===== src/rtl/link_constraint.sv =====
// Distance constraint between two nodes: pulls/pushes A and B toward REST_LEN separation.
// Define LINK_PIN_A_EN to anchor node A and apply the full correction to node B.
module link_constraint #(
   parameter int unsigned REST_LEN = 10
) (
   input  logic               clk,
   input  logic               reset,
   input  logic               in_valid,
   output logic               in_ready,
   input  logic signed [31:0] in_ax,
   input  logic signed [31:0] in_ay,
   input  logic signed [31:0] in_bx,
   input  logic signed [31:0] in_by,
   output logic               out_valid,
   input  logic               out_ready,
   output logic signed [31:0] out_ax,
   output logic signed [31:0] out_ay,
   output logic signed [31:0] out_bx,
   output logic signed [31:0] out_by,
   output logic               busy
);

   typedef enum logic [2:0] {
      StIdle = 3'd0,
      StSq   = 3'd1,
      StSqrt = 3'd2,
      StMul  = 3'd3,
      StDiv  = 3'd4,
      StDone = 3'd5
   } state_e;

   state_e state_q, state_d;

   logic signed [31:0] ax_q, ay_q, bx_q, by_q;
   logic signed [15:0] dx_q, dy_q;
   logic        [31:0] rad_q;
   logic        [17:0] rem_q;
   logic        [15:0] root_q;
   logic        [4:0]  cnt_q;
   logic               sx_q, sy_q;
   logic        [31:0] qx_q, qy_q;
   logic        [17:0] rx_q, ry_q;
   logic        [17:0] divisor_q;

   function automatic logic signed [15:0] sat16(input logic signed [32:0] v);
      if (v > 33'sd32767) return 16'sd32767;
      if (v < -33'sd32767) return -16'sd32767;
      return 16'(v);
   endfunction

   logic signed [32:0] dx_full, dy_full;
   logic signed [15:0] dx_sat, dy_sat;
   logic signed [31:0] dx_sat_e, dy_sat_e, dx_e, dy_e;
   logic        [31:0] d2;
   logic        [19:0] sq_trial_rem, sq_trial;
   logic               sq_take;
   logic        [17:0] rem_n;
   logic        [15:0] root_n;
   logic signed [31:0] diff, nx, ny;
   logic        [18:0] rx_trial, ry_trial;
   logic               rx_take, ry_take;
   logic        [17:0] rx_n, ry_n;
   logic        [31:0] qx_n, qy_n;
   logic signed [31:0] cx, cy;

   always_comb begin
      dx_full  = $signed({bx_q[31], bx_q}) - $signed({ax_q[31], ax_q});
      dy_full  = $signed({by_q[31], by_q}) - $signed({ay_q[31], ay_q});
      dx_sat   = sat16(dx_full);
      dy_sat   = sat16(dy_full);
      dx_sat_e = $signed({{16{dx_sat[15]}}, dx_sat});
      dy_sat_e = $signed({{16{dy_sat[15]}}, dy_sat});
      d2       = dx_sat_e * dx_sat_e + dy_sat_e * dy_sat_e;

      // Restoring square root: bring down two radicand bits, try appending a 1 to the root.
      sq_trial_rem = {rem_q, rad_q[31:30]};
      sq_trial     = {2'b00, root_q, 2'b01};
      sq_take      = sq_trial_rem >= sq_trial;
      rem_n        = sq_take ? 18'(sq_trial_rem - sq_trial) : 18'(sq_trial_rem);
      root_n       = {root_q[14:0], sq_take};

      dx_e = $signed({{16{dx_q[15]}}, dx_q});
      dy_e = $signed({{16{dy_q[15]}}, dy_q});
      diff = $signed({16'b0, root_q}) - $signed(REST_LEN);
      nx   = dx_e * diff;
      ny   = dy_e * diff;

      rx_trial = {rx_q, qx_q[31]};
      ry_trial = {ry_q, qy_q[31]};
      rx_take  = rx_trial >= {1'b0, divisor_q};
      ry_take  = ry_trial >= {1'b0, divisor_q};
      rx_n     = rx_take ? 18'(rx_trial - {1'b0, divisor_q}) : 18'(rx_trial);
      ry_n     = ry_take ? 18'(ry_trial - {1'b0, divisor_q}) : 18'(ry_trial);
      qx_n     = {qx_q[30:0], rx_take};
      qy_n     = {qy_q[30:0], ry_take};
      cx       = sx_q ? -$signed(qx_n) : $signed(qx_n);
      cy       = sy_q ? -$signed(qy_n) : $signed(qy_n);
   end

   always_ff @(posedge clk or posedge reset) begin
      if (reset) begin
         state_q <= StIdle;
      end else begin
         state_q <= state_d;
      end
   end

   always_comb begin
      state_d = state_q;
      case (state_q)
         StIdle:  if (in_valid) state_d = StSq;
         StSq:    state_d = StSqrt;
         StSqrt:  if (cnt_q == 5'd15) state_d = (root_n == 16'd0) ? StDone : StMul;
         StMul:   state_d = StDiv;
         StDiv:   if (cnt_q == 5'd31) state_d = StDone;
         StDone:  if (out_ready) state_d = StIdle;
         default: state_d = StIdle;
      endcase
   end

   assign in_ready  = (state_q == StIdle);
   assign out_valid = (state_q == StDone);
   assign busy      = (state_q != StIdle);

   always_ff @(posedge clk or posedge reset) begin
      if (reset) begin
         ax_q <= '0; ay_q <= '0; bx_q <= '0; by_q <= '0;
         dx_q <= '0; dy_q <= '0;
         rad_q <= '0; rem_q <= '0; root_q <= '0; cnt_q <= '0;
         sx_q <= 1'b0; sy_q <= 1'b0;
         qx_q <= '0; qy_q <= '0; rx_q <= '0; ry_q <= '0; divisor_q <= '0;
         out_ax <= '0; out_ay <= '0; out_bx <= '0; out_by <= '0;
      end else begin
         case (state_q)
            StIdle: begin
               if (in_valid) begin
                  ax_q <= in_ax; ay_q <= in_ay; bx_q <= in_bx; by_q <= in_by;
               end
            end
            StSq: begin
               dx_q   <= dx_sat;
               dy_q   <= dy_sat;
               rad_q  <= d2;
               rem_q  <= '0;
               root_q <= '0;
               cnt_q  <= '0;
            end
            StSqrt: begin
               rad_q  <= {rad_q[29:0], 2'b00};
               rem_q  <= rem_n;
               root_q <= root_n;
               cnt_q  <= cnt_q + 5'd1;
               // Coincident nodes: no direction to correct along, pass positions through.
               if (cnt_q == 5'd15 && root_n == 16'd0) begin
                  out_ax <= ax_q; out_ay <= ay_q; out_bx <= bx_q; out_by <= by_q;
               end
            end
            StMul: begin
               sx_q  <= nx[31];
               sy_q  <= ny[31];
               qx_q  <= nx[31] ? 32'(-nx) : 32'(nx);
               qy_q  <= ny[31] ? 32'(-ny) : 32'(ny);
               rx_q  <= '0;
               ry_q  <= '0;
               cnt_q <= '0;
`ifdef LINK_PIN_A_EN
               divisor_q <= {2'b00, root_q};
`else
               divisor_q <= {1'b0, root_q, 1'b0};
`endif
            end
            StDiv: begin
               rx_q  <= rx_n;
               ry_q  <= ry_n;
               qx_q  <= qx_n;
               qy_q  <= qy_n;
               cnt_q <= cnt_q + 5'd1;
               if (cnt_q == 5'd31) begin
`ifdef LINK_PIN_A_EN
                  out_ax <= ax_q;
                  out_ay <= ay_q;
`else
                  out_ax <= ax_q + cx;
                  out_ay <= ay_q + cy;
`endif
                  out_bx <= bx_q - cx;
                  out_by <= by_q - cy;
               end
            end
            default: ;
         endcase
      end
   end

endmodule


===== config.mk =====
export PLATFORM = sky130hd
export DESIGN_NAME = link_constraint
export DESIGN_NICKNAME = d
export VERILOG_FILES = /design/src/rtl/link_constraint.sv
export SDC_FILE = /design/constraint.sdc
export NUM_CORES = 2
export LEC_CHECK = 0
export CAP_MARGIN = 20
export CORE_ASPECT_RATIO = 0.7
export CORE_MARGIN = 4
export CORE_UTILIZATION = 45
export DETAILED_ROUTE_END_ITERATION = 6
export PLACE_DENSITY_LB_ADDON = 0.2
export SYNTH_ARGS = -nofsm -noshare
export SYNTH_HDL_FRONTEND = slang
export SYNTH_SLANG_ARGS = --single-unit

===== constraint.sdc =====
create_clock -name clk -period 14.65 [get_ports clk]
set_input_delay 1.465 -clock clk [delete_from_list [all_inputs] [get_ports clk]]
set_output_delay 1.465 -clock clk [all_outputs]
set_load 0.05 [all_outputs]

# Yosys cells after proc, flatten, opt, wreduce, memory -nomap -nowiden
# Index checks and enable logic that the tools add are counted.
[totals] reg_bits=480 in_bits=132 out_inout_bits=131 wordCells=121
[op_classes] addsub=16 n_mul=4 order_cmp=7 eq_ne=12 mux=47 n_reduce_logical=13
[ops] operator="case mux 32 bit (2 select lines)" count=7
[ops] operator="two-way mux 32 bit" count=12
[ops] operator="two-way mux 16 bit" count=8
[ops] operator="negator 32 bit" count=4
[ops] operator="case mux 18 bit (2 select lines)" count=3
[ops] operator="adder 32 bit" count=3
[ops] operator="> comparator 33 x 16 -> 1 bit (second input constant)" count=2
[ops] operator="less-than comparator 33 x 16 -> 1 bit (second input constant)" count=2
[ops] operator="subtractor 32 x 32 -> 33 bit" count=2
[ops] operator="multiplier 16 x 16 -> 32 bit" count=2
[ops] operator="multiplier 16 x 17 -> 32 bit" count=2
[ops] operator="subtractor 32 bit" count=2
[ops] operator="two-way mux 18 bit" count=3
[ops] operator=">= comparator 19 x 17 -> 1 bit" count=2
[ops] operator="subtractor 18 x 17 -> 18 bit" count=2
[ops] operator="case mux 16 bit (2 select lines)" count=1
[ops] operator=">= comparator 20 x 18 -> 1 bit" count=1
[ops] operator="case mux 3 bit (6 select lines)" count=1
[ops] operator="subtractor 18 bit" count=1
[ops] operator="subtractor 16 x 4 -> 17 bit (second input constant)" count=1
[ops] operator="zero test 16 bit" count=1
[ops] operator="two-way mux 3 bit" count=5
[ops] operator="case mux 5 bit (2 select lines)" count=1
[ops] operator="inequality test 2 bit (second input constant)" count=4
[ops] operator="other kinds (16)" count=27

# Depth between registers and ports, before layout
[depth] ltp_word=9 mapped_depth=49 depth_no_buf=46

# Worst setup path after synthesis
# No wires, ideal clock.
[synth_timing] path_type="register to register" from="reg bx_q[0]" to="reg rad_q[30]" setup_time_ns=0.128 arrival_ns=11.120 required_ns=14.522 path_slack_ns=3.401 path_stages_with_launch=46 path_buffers=3 period_less_slack_ns=11.249 path_cell_list="dfrtp_1 inv_1 ha_1 inv_1 fa_1 a211oi_1 o21ai_1 nand4bb_1 and3_2 a2111oi_2 or4_1 o311a_1 or2_1 nor4_4 a31o_2 buf_4 buf_6 a21oi_2 [10 not listed] inv_1 fa_1 fa_1 inv_1 ha_1 o21a_1 o21a_1 a21bo_2 o21a_1 a41o_1 or4_1 a31oi_1 a21oi_1 a41o_1 a21o_1 a21oi_1 mux2i_1 nand3_1"
[synth_between] elab_chain_cells=9 elab_cells_between_ends=12 cone_classes="add/sub (2); mul (1); order compare (2); mux (7)"
[synth_rtl] element="from (decl)" line_no="34" source="logic signed [31:0] ax_q, ay_q, bx_q, by_q;"
[synth_rtl] element="from (signal assigned)" line_no="137" source="ax_q <= in_ax; ay_q <= in_ay; bx_q <= in_bx; by_q <= in_by;"
[synth_rtl] element="subtractor 32 x 32 -> 33 bit *" line_no="67" source="dx_full = $signed({bx_q[31], bx_q}) - $signed({ax_q[31], ax_q});"
[synth_rtl] element="less-than comparator 33 x 16 -> 1 bit" line_no="47" source="if (v < -33'sd32767) return -16'sd32767;"
[synth_rtl] element="two-way mux 1 bit (2 in a row)" line_no="47"
[synth_rtl] element="two-way mux 16 bit" line_no="48" source="return 16'(v);"
[synth_rtl] element="two-way mux 16 bit *" line_no="47"
[synth_rtl] element="multiplier 16 x 16 -> 32 bit *" line_no="73" source="d2 = dx_sat_e * dx_sat_e + dy_sat_e * dy_sat_e;"
[synth_rtl] element="adder 32 bit *" line_no="73"
[synth_rtl] element="case mux 32 bit (2 select lines) *" line_no="134" source="case (state_q)"
[synth_rtl] element="to (signal assigned)" line_no="149" source="rad_q <= {rad_q[29:0], 2'b00};"
[synth_rtl] element="to (decl)" line_no="36" source="logic [31:0] rad_q;"
# Mark *: on every way between the ends. The rest lies on a longest branch, timed or not. The select of a mux whose other input is x is not followed.
# A chain may end at the register's enable or synchronous reset.

# Worst setup path after layout
# Ends and elaborated chain as after synthesis.

==> out/qor.csv <==
metric,value,unit
synth_cell_type_count,107,
rsz0062_at_grt,false,
clockBufferDepth,3,
syn-num-nets,10028,
port-buffer-count,262,
firstDrtPassIters,6,
worst_hold_path.num_cells,2,
end_kind,register,
regArea,12000,um2
routabilityCongestion,0.990,
slew_viol_final,0,
cp_max_fo,28,
ys_seq_area_frac,0.165,
synthTopCellsByArea,"fa_1 29%, dfrtp_1 17%, ha_1 9.5%",
syn_inst,8274,
crit_path_start_kind,register,
synth_area,72700,um2
initial_core_util,0.453,
multi_input_area,54200,um2
dp_hpwl,203000,um
tightest_slew,1140,ps
finalHoldViolations,0,
ys_seq_elements,480,
status,completed,
arrival,14010,ps
die-area,168000,um2
postSynthAreaPerCell,8.79,um2
grt_overflow,0,
ant_nets,0,
nets,10092,
synthArstFlopShare,1.00,
slew_headroom,0.236,
slowest_delay,760,ps
synth_top_area_share,0.294,
die_h,344,um
syn_to_final_growth,9.42,%
hp-class,register to register,
yosysWarnings,0,
ios,263,
critPathKind,register to register,
worstPathRequired,15210,ps
period_minus_slack,13450,ps
finalSetupViolCount,0,
cts_tree,yes,
n_fill_cell,15259,
cp.depth,42,
clock_skew,48.5,ps
vias,59499,
vias_per_cell,5.66,
final_cell_mix,"1,404 x inv_1, 1,068 x fa_1, 961 x nand2_1, 554 x ha_1, 531 x o21ai_0",
final_common_cell,inv_1,
ctsHtreeMaxLevel,2,
track_usage,0.295,
grt_pass1_vias,58662,
synth_top_area_cell,fa_1,
max_freq,74.4,MHz
drt-total-wl,248000,um
cts-root-buf,clkbuf_16,
coreArea,161000,um2
avgRoutedWirePerCell,23.6,um
drv_cap,0,
worst-path-buf-inv,7,
cts_sinks,480,
post_cts_buffers,0,
reg2reg_depth,42,
tns,0,ps
fp.dieW,488,um
worst_path_max_delay_cell,a31o_2,
rows,123,
synth-main-ff-cell,dfrtp_1,
grt_pass1_wl,376000,um
cp_top_family,adder cells,
path_clk_slew,70,ps
antenna_found_initial,17,
crit_top_cell,fa_1,
period_share,0.918,
fin_cells,10516,
layout-drive-gt1-share,0.0447,
synth_edf_count,0,
placedCellCount,10400,
initialDrtViolationCount,5774,
grt_max_degree,144,
drcViolationCount,0,
clk_latency,720,ps
cts_buffers,58,
-- cells in the mapped netlist (all sizes together) (21+ instances only) --
master	n
inv	1418
fa	1068
nand2	963
ha	554
o21ai	546
dfrtp	480
nor2	478
a21oi	389
xnor2	283
clkbuf	267
and2	205
xor2	164
a21o	115
nor3	94
a22oi	92
nand2b	84
nor2b	82
nand3	79
buf	78
o21a	73
mux2	67
a31oi	58
o31ai	52
or3	45
a211oi	36
a22o	34
and3	32
o21bai	32
nand4	31
nor4	24
or2	21
-- kinds of logic (layout without fill, tap and decap cells) --
group / after synthesis / count (layout) / share of synthesized area
muxes: 81 / 81 / 0.0124
other: 0 / 5 / 0
buffers and inverters: 1768 / 1880 / 0.0930
DFF: 480 / 480 / 0.165
and+or+nand+nor: 2220 / 2220 / 0.142
AOI/OAI and AO/OA: 1656 / 1656 / 0.145
xor gates and xnor gates: 447 / 447 / 0.0539
adders and majority gates: 1622 / 1622 / 0.389
-- worst min-delay path: cells and delay by family (launching register included) --
| family | cells | cell delay (ps) |
|---|---|---|
| simple gates | 1 | 50 |
| flops | 1 | 340 |
| compound gates | 1 | 60 |
-- registers in the layout, indices dropped and copies added, names as in the netlist, 16 cells and up --
register,count
dx_q,16
rad_q,32
dy_q,16
root_q,16
bx_q,32
ry_q,18
out_bx,32
ay_q,32
out_ax,32
rx_q,18
ax_q,32
qx_q,32
divisor_q,16
qy_q,32
rem_q,18
out_by,32
out_ay,32
by_q,32
-- layer usage --
metal  routed length, um  part of all wire  vias up  track usage
met4                4530             0.018       20       0.0517
li1                    -                 -    26853            -
met3               30300              0.12      248        0.101
met2               93900              0.38     2596        0.387
met5                 191           0.00077        -      0.00341
met1              119000              0.48    29782        0.465
-- area by class of cell --
type / instances / share of cell area
clock buffers: 75 / 0.0206
clock inverters: 33 / 0.00494
diodes: 5 / 0.000157
multi-input cells: 6026 / 0.681
flip-flops and latches: 480 / 0.151
inverters: 1423 / 0.0672
repair buffers: 349 / 0.0421
well taps: 2125 / 0.0334
-- repair_timing --
action | in CTS | in global routing
hold buffers | 0 | 0
gates resized for setup | 0 | 1
setup endpoints to repair | 0 | 2
-- path summary, 6_finish.rpt --
kind                       slack (ps)  startpoint          to
setup / recovery                 1200     bx_q[0]   rad_q[30]
hold / removal                    480  out_by[17]  out_by[17]
setup reg to reg                 1200     bx_q[0]   rad_q[30]
hold reg to reg                   480  out_by[17]  out_by[17]
max in group asynchronous       10760       reset   root_q[0]
min in group asynchronous         990       reset  out_ay[25]
-- per-stage QoR --
stage | util | setup slack, ps | cell area (um2) | hold WS (ps)
after floorplan | - | 3400 | 72700 | 446
after global placement | 0.482 | 1440 | 77500 | 462
after detailed placement | 0.482 | 1250 | 77500 | 467
after CTS | 0.495 | 1120 | 79500 | 484
after global routing | 0.495 | 399 | 79600 | 505
final | 0.495 | 1200 | 79600 | 477
Power is not shown: default switching activity piles up to over one toggle a cycle in this logic, so the estimate is an artifact.
